## src/rtl/tone_sequencer.sv

```systemverilog
// Note scheduler: queues {freq, duration} notes in a FIFO and plays them in order,
// timing each note in prescaled ticks and inserting a silent gap after it.
module tone_sequencer #(
    parameter int FREQ_W    = 8,
    parameter int DUR_W     = 8,
    parameter int DEPTH     = 8,
    parameter int TICK_DIV  = 1000,
    parameter int GAP_TICKS = 1
) (
    input  logic                       clk,
    input  logic                       reset_n,
    input  logic                       in_valid,
    input  logic [FREQ_W-1:0]          in_freq,
    input  logic [DUR_W-1:0]           in_dur,
    output logic                       in_ready,
    input  logic                       enable,
    input  logic                       flush,
    output logic [FREQ_W-1:0]          freq_out,
    output logic                       gate,
    output logic                       note_done,
    output logic                       busy,
    output logic [$clog2(DEPTH):0]     level
);
    localparam int AW = $clog2(DEPTH);
    localparam int LW = AW + 1;
    localparam int PW = (TICK_DIV > 1) ? $clog2(TICK_DIV) : 1;
    localparam int GW = $clog2(GAP_TICKS + 1);
    localparam int CW = (DUR_W > GW) ? DUR_W : GW;

    typedef enum logic [1:0] {S_IDLE, S_PLAY, S_GAP} state_t;

    state_t                   state_q, state_d;
    logic [FREQ_W+DUR_W-1:0]  mem_q [DEPTH];
    logic [AW-1:0]            wr_ptr_q, rd_ptr_q;
    logic [LW-1:0]            level_q;
    logic [FREQ_W-1:0]        freq_q;
    logic [DUR_W-1:0]         last_q;
    logic [PW-1:0]            presc_q, presc_d;
    logic [CW-1:0]            cnt_q, cnt_d;
    logic                     done_q, done_d;

    logic                     push, pop, empty, full, tick, clr;
    logic [FREQ_W-1:0]        head_freq;
    logic [DUR_W-1:0]         head_dur;

    assign empty     = (level_q == '0);
    assign full      = (level_q == LW'(DEPTH));
    assign in_ready  = !full && !flush;
    assign push      = in_valid && in_ready;
    assign head_freq = mem_q[rd_ptr_q][FREQ_W+DUR_W-1:DUR_W];
    assign head_dur  = mem_q[rd_ptr_q][DUR_W-1:0];
    assign tick      = (presc_q == PW'(TICK_DIV - 1));
    assign clr       = !reset_n || flush;

    assign freq_out  = freq_q;
    assign gate      = (state_q == S_PLAY) && enable && (freq_q != '0);
    assign note_done = done_q;
    assign busy      = (state_q != S_IDLE);
    assign level     = level_q;

    // Everything freezes while paused; a pop only ever accompanies entry into PLAY.
    always_comb begin
        state_d = state_q;
        presc_d = presc_q;
        cnt_d   = cnt_q;
        done_d  = 1'b0;
        pop     = 1'b0;
        if (enable) begin
            unique case (state_q)
                S_IDLE: begin
                    if (!empty) begin
                        pop     = 1'b1;
                        state_d = S_PLAY;
                        presc_d = '0;
                        cnt_d   = '0;
                    end
                end
                S_PLAY: begin
                    if (!tick) begin
                        presc_d = presc_q + 1'b1;
                    end else if (cnt_q != CW'(last_q)) begin
                        presc_d = '0;
                        cnt_d   = cnt_q + 1'b1;
                    end else begin
                        done_d  = 1'b1;
                        presc_d = '0;
                        cnt_d   = '0;
                        if (GAP_TICKS > 0) begin
                            state_d = S_GAP;
                        end else if (!empty) begin
                            pop = 1'b1;
                        end else begin
                            state_d = S_IDLE;
                        end
                    end
                end
                S_GAP: begin
                    if (!tick) begin
                        presc_d = presc_q + 1'b1;
                    end else if (int'(cnt_q) != GAP_TICKS - 1) begin
                        presc_d = '0;
                        cnt_d   = cnt_q + 1'b1;
                    end else begin
                        presc_d = '0;
                        cnt_d   = '0;
                        if (!empty) begin
                            pop     = 1'b1;
                            state_d = S_PLAY;
                        end else begin
                            state_d = S_IDLE;
                        end
                    end
                end
                default: state_d = S_IDLE;
            endcase
        end
    end

    always_ff @(posedge clk) begin
        if (clr) begin
            state_q  <= S_IDLE;
            wr_ptr_q <= '0;
            rd_ptr_q <= '0;
            level_q  <= '0;
            presc_q  <= '0;
            cnt_q    <= '0;
            done_q   <= 1'b0;
        end else begin
            state_q <= state_d;
            presc_q <= presc_d;
            cnt_q   <= cnt_d;
            done_q  <= done_d;
            if (push) wr_ptr_q <= wr_ptr_q + 1'b1;
            if (pop)  rd_ptr_q <= rd_ptr_q + 1'b1;
            unique case ({push, pop})
                2'b10:   level_q <= level_q + 1'b1;
                2'b01:   level_q <= level_q - 1'b1;
                default: level_q <= level_q;
            endcase
        end
    end

    // Flush keeps the last frequency; only reset clears it. Zero duration plays as one tick.
    always_ff @(posedge clk) begin
        if (!reset_n) begin
            freq_q <= '0;
            last_q <= '0;
        end else if (pop && !flush) begin
            freq_q <= head_freq;
            last_q <= (head_dur == '0) ? '0 : head_dur - 1'b1;
        end
    end

    always_ff @(posedge clk) begin
        if (push) mem_q[wr_ptr_q] <= {in_freq, in_dur};
    end
endmodule

```

## config.mk

```make
export PLATFORM = sky130hd
export DESIGN_NAME = tone_sequencer
export DESIGN_NICKNAME = d
export VERILOG_FILES = /design/src/rtl/tone_sequencer.sv
export SDC_FILE = /design/constraint.sdc
export NUM_CORES = 1
export LEC_CHECK = 0
export BUFFER_PORTS_ARGS = -buffer_cell sky130_fd_sc_hd__buf_2
export CAP_MARGIN = 20
export CORE_UTILIZATION = 39
export DETAILED_ROUTE_END_ITERATION = 10
export GPL_ROUTABILITY_DRIVEN = 0
export GPL_TIMING_DRIVEN = 0
export PLACE_DENSITY = 0.52
export SYNTH_ARGS = -nofsm -noshare
export SYNTH_HDL_FRONTEND = slang
export SYNTH_SLANG_ARGS = --single-unit
```

## constraint.sdc

```tcl
create_clock -name clk -period 10.7 [get_ports clk]
set_clock_uncertainty 0.2 [all_clocks]
set_input_delay 0.535 -clock clk [delete_from_list [all_inputs] [get_ports clk]]
set_output_delay 0.535 -clock clk [all_outputs]
set_load 0.02 [all_outputs]
```

[Word-level counts from Yosys, hierarchy flattened]
Memories as Yosys holds them, arrays and structs flattened. A register that Yosys moved wholly into a read port is not among the register bits.
Cells that the tools add are included.
Operators by class
  $add $sub $neg: 7
  equal/unequal tests: 12
  muxes and demuxes: 28
  bitwise logic cells: 3
  reductions and logical operators: 23
Operators by type and width (count)
  $mux W8: 6
  $pmux W8 S3: 1
  $mux W10: 2
  $pmux W10 S2: 1
  $reduce_bool A8 Y1: 2
  $add A10 B1 Y10 const B: 1
  $eq A10 B10 Y1 const B: 1
  $mux W2: 5
  $ne A2 B2 Y1 const B: 5
  $add A8 B1 Y8 const B: 1
  $logic_not A8 Y1: 1
  $mux W1: 8
  $ne A8 B8 Y1: 1
  $pmux W4 S2: 1
  $sub A8 B1 Y8 const B: 1
  $add A3 B1 Y3 const B: 2
  $mux W3: 2
  $pmux W2 S3: 1
  $reduce_and A6 Y1: 1
  $reduce_bool A2 Y1: 3
  $logic_and A1 B1 Y1: 5
  $reduce_and A5 Y1: 1
  $add A4 B1 Y4 const B: 1
  $eq A2 B1 Y1 const B: 2
  13 further kinds: 18
Storage, ports and cells
  register bits: 47
  bits in writable memories: 128
  bits of input ports: 21
  output and inout bits: 16
  word-level logic and storage cells: 83
  memories kept: 1
Memory list
  mem_q: words 8, width 16, read ports 1, clocked after Yosys merged registers in 1, write ports 1, line 33  | logic [FREQ_W+DUR_W-1:0] mem_q [DEPTH];

[Logic depth before layout (Yosys ltp)]
  depth after elaboration: 8
  gate-level depth with buffers: 15
  gate-level depth less buffers: 14

[Worst setup path after synthesis]
OpenSTA, ideal clock, no wires.
  path type: register to register
  from: reg level_q[1], in the netlist level[1]
  to: mem mem_q[0][0] (netlist name), enable pin
  setup time: 0.430 ns
  arrival time: 3.228 ns
  required time: 10.070 ns
  path slack: 6.841 ns
  cell stages (with the launch flop): 8
  buffers on the path: 2
  period minus slack after synthesis: 3.859 ns
  path through: dfxtp_1 -> buf_2 -> nor3_1 -> a21oi_1 -> and2_1 -> clkbuf_1 -> inv_1 -> nor4_1
On the way
  longest elaborated chain between the ends: 6
Ends and longest elaborated chain
  start: declaration: line 35  | logic [LW-1:0] level_q;
  start signal: assignment: line 136  | 2'b10: level_q <= level_q + 1'b1;
  start signal: assignment: line 137  | 2'b01: level_q <= level_q - 1'b1;
  start signal: assignment: line 138  | default: level_q <= level_q;
  $eq A4 B4 Y1: line 47  | assign full = (level_q == LW'(DEPTH));
  $logic_not A1 Y1: line 48  | assign in_ready = !full && !flush;
  $logic_and A1 B1 Y1: line 48
  via in_ready: line 15  | output logic in_ready,
  $logic_and A1 B1 Y1: line 49  | assign push = in_valid && in_ready;
  $mux W1: line 155  | if (push) mem_q[wr_ptr_q] <= {in_freq, in_dur};
  $mux W1 (implied by the code): line 155
  end: declaration: line 33
The timed path passes the listed nets, and every way through them passes these cells.

[Worst setup path in the final report]
  from: reg cnt_q[0]
  to: reg level_q[2], in the netlist level[2]
On the way
  longest elaborated chain between the ends: 7
  elaborated cells between the ends (all ways): 9
  those cells by class: 2 x eq/ne; 5 x mux; 2 x reduce/logical
Ends and longest elaborated chain
  start: declaration: line 39  | logic [CW-1:0] cnt_q, cnt_d;
  start signal: assignment: line 131  | cnt_q <= cnt_d;
  $reduce_bool A8 Y1 (*): line 100  | end else if (int'(cnt_q) != GAP_TICKS - 1) begin
  $mux W1 (*): line 100
  $mux W1 (*): line 98  | if (!tick) begin
  $pmux W1 S2 (*): line 69  | unique case (state_q)
  $mux W1 (*): line 68  | if (enable) begin
  via pop: line 42  | logic push, pop, empty, full, tick, clr;
  $eq A2 B1 Y1 / $eq A2 B2 Y1 (equally long branches): line 135  | unique case ({push, pop})
  $pmux W4 S2 / $reduce_bool A2 Y1 (equally long branches)
Mark *: on every way through the listed nets, which the timed path passes. The rest lies on a longest branch.
A chain may end at the register's enable or synchronous reset.

==> impl_metrics.yaml <==
logic_synthesis:
  netlist.area_leader.share: 0.498
  synth.largest_area_cell: "edfxtp_1"
  dominantRegCellSynth: "edfxtp_1"
  synth_commonest_cells: "edfxtp_1, nor2_1, dfxtp_1, mux4_2, nand2_1"
  ys_ff_latch: 178
  synth_warnings: 0
  synth.most_common_cell: "edfxtp_1"
  synthesis.nets: 565
  synthArstFlopShare: 0
  synthesis.area_um2: 7710
  synth_edf_count: 128
  yosysSeqAreaShare: 0.628
  synth_area_leaders: "edfxtp_1, dfxtp_1, mux4_2"
  syn-mean-instance-area_um2: 14.5
  synth_cell_types: 60
  syn_inst: 531
route:
  first_pass_iters: 4
  antenna_left: 0
  via_per_inst: 5.19
  drt-initial-drc-count: 273
  via_count: 4544
  post_drt_wl_per_cell_um: 18.7
  wirelength_mm: 16.3
  drc_errors: 0
worst_hold_path:
  hold_class: "input port to flop"
  hp-start: "in_dur[1]"
floorplan:
  io_pins: 37
  start_util: 0.398
  core_area_um2: 19400
  die_y_um: 143
  core.rowCount: 51
  dieArea_um2: 20300
  die_x_um: 143
clocking:
  cts_hold_buffers: 0
  cts_buffers: 17
  post_cts.repair.setup_buffers: 0
  cts-root-buf: "clkbuf_16"
  post_cts_resized: 0
  cts_tree: "yes"
  htree_levels: 4
  clockBufferDepth: 2
  cts.sinks: 178
  worst_skew_pair.late_latency_ns: 0.42
  path_clk_slew_ns: 0.07
global_routing:
  track_usage: 0.175
  grt_pass1_wl_mm: 26.0
  globalRouteMet1Util: 0.226
  met3_usage: 0.0352
  gr-usage-met2: 0.291
  antenna_found_initial: 0
  grt_max_degree: 18
  grt_pass1_vias: 4626
  grt_overflow: 0
  grt.busiest_layer: "met2"
worst_setup_path:
  path_cells: "inv_1 -> ha_1 -> nor4b_1 -> nand3_1 -> o21a_1 -> nor3_4 -> ha_1 -> clkbuf_1 -> xor2_1 -> ha_1 -> a21oi_1 -> xor2_1 -> a41oi_1 -> o21ai_1 -> mux2_2"
  crit_buf_inv: 2
  critPathMaxStageDelay_ns: 0.49
  slowest_stage: "nor4b_1"
  rr_startpoint: "cnt_q[0]"
  reg2reg_depth: 15
  critPathLaunch: "cnt_q[0]"
  path_delay_family: "simple AND/OR/NAND/NOR gates"
  cp.depth: 15
  endpoint: "level[2]"
  r2r_slack_ns: 6.82
  crit_top_cell: "ha_1"
  cp.required_ns: 10.82
  arrival_ns: 3.99
  r2r_end: "level[2]"
  critPathLaunchType: "flop"
  critPathMaxFanout: 6
  critPathKind: "flop to flop"
  critPathCaptureType: "flop"
layout:
  fin_cells: 876
  drive_gt1_frac: 0.241
  post-route-util: 0.463
  fin_nets: 632
  area_growth_pct: 16.4
  diodes: 0
timing:
  setup_viol: 0
  drv_slew: 0
  period_needed_ns: 3.88
  hold_viol: 0
  worstMarginPinSlew_ns: 0.932
  fin_crit_sh: 0.362
  setup_tns_ns: 0
  fmax_mhz: 258
  slew-limit-headroom: 0.376
  grt_setup_unrepaired: "no"
pwr:
  pwr_density_cell_nw_per_um2: 157
  ir_worst_vdd_v: 0.000118
  leakagePower_nw: 3.00
  power_mw: 1.41
placed_design:
  place_hpwl_mm: 11.5
  dp_cells: 844
  portBuffers: 36
run:
  drv_cap: 0
run_status:
  status: "finished clean"
==> logic make-up (layout without fill, tap and decap cells) <==
family / count (synthesis) / count (layout) / share of synthesized area
DFF: 178 / 178 / 0.628
xor gates and xnor gates: 29 / 29 / 0.0329
and+or+nand+nor: 155 / 155 / 0.0996
buffers and inverters: 37 / 117 / 0.0266
adders and majority gates: 13 / 13 / 0.0211
muxes: 59 / 59 / 0.135
AOI/OAI and AO/OA: 60 / 60 / 0.0565
==> cell type report <==
type	instances	area, µm²
buffer	25	160
clock buffer	17	425
clock inverter	15	150
fill	1754	10400
inverter	12	45.0
multi-input combinational	316	2700
sequential	178	4840
tap	265	332
timing repair buffer	48	327
==> how the worst min path moves through the flow <==
stage	cells past startpoint	slack (ns)	endpoint
4_1_cts	1	0.16	mem_q[3][1]
6_report	1	0.18	mem_q[3][1]
3_3_place_gp	2	0.26	last_q[1]
3_5_place_dp	2	0.26	last_q[1]
5_1_grt	1	0.17	mem_q[7][1]
2_1_floorplan	2	0.24	last_q[1]
==> placed cells by master, fill, tap and decap left out, drive strengths merged, types with 5 or more instances in the layout <==
cell / netlist / routed
a211oi: 10 / 10
a21oi: 18 / 18
buf: 17 / 65
clkbuf: 8 / 25
clkinv: 0 / 8
dfxtp: 50 / 50
edfxtp: 128 / 128
ha: 13 / 13
inv: 12 / 18
mux2: 6 / 6
mux2i: 22 / 22
mux4: 31 / 31
nand2: 24 / 24
nand2b: 5 / 5
nand3: 10 / 10
nand4: 6 / 6
nor2: 59 / 59
nor3: 22 / 22
nor4: 10 / 10
o21ai: 12 / 12
xnor2: 8 / 8
xor2: 21 / 21
==> through the flow <==
| step | cell area, µm² | setup slack, ns | hold slack, ns |
|---|---|---|---|
| final | 8980 | 6.82 | 0.176 |
| after detailed placement | 8400 | 6.93 | 0.263 |
| after global routing | 8980 | 6.49 | 0.172 |
| after global placement | 8220 | 5.39 | 0.262 |
| after CTS | 8980 | 6.90 | 0.155 |
| after floorplan | 7710 | 6.84 | 0.244 |
==> sequential cells by signal (all words and copies together), names as in the netlist, named ones only <==
name       cells
rd_ptr_q       3
freq_out       8
mem_q        128
last_q         8
state_q        2
presc_q       10
cnt_q          8
level          4
wr_ptr_q       3
note_done      1
==> power breakdown <==
part           internal [mW]  total (mW)  switching [mW]
registers              0.743       0.747         0.00359
logic                 0.0216      0.0572          0.0356
clock network          0.328       0.606           0.278
total                   1.09        1.41           0.317
==> per-layer routing <==
metal	up-vias	wire (µm)
met1	2272	7360
met5	-	0
met4	0	341
met2	85	8130
met3	28	510
li1	2159	-
==> worst register-to-register path, cell delays in order (launching register included) <==
cell	delay (ns)
dfxtp_1	0.38
inv_1	0.09
ha_1	0.15
nor4b_1	0.49
nand3_1	0.28
o21a_1	0.29
nor3_4	0.23
ha_1	0.19
clkbuf_1	0.25
xor2_1	0.11
ha_1	0.22
a21oi_1	0.15
xor2_1	0.17
a41oi_1	0.13
o21ai_1	0.11
mux2_2	0.35
No activity file was read; power rests on OpenSTA's default activity.
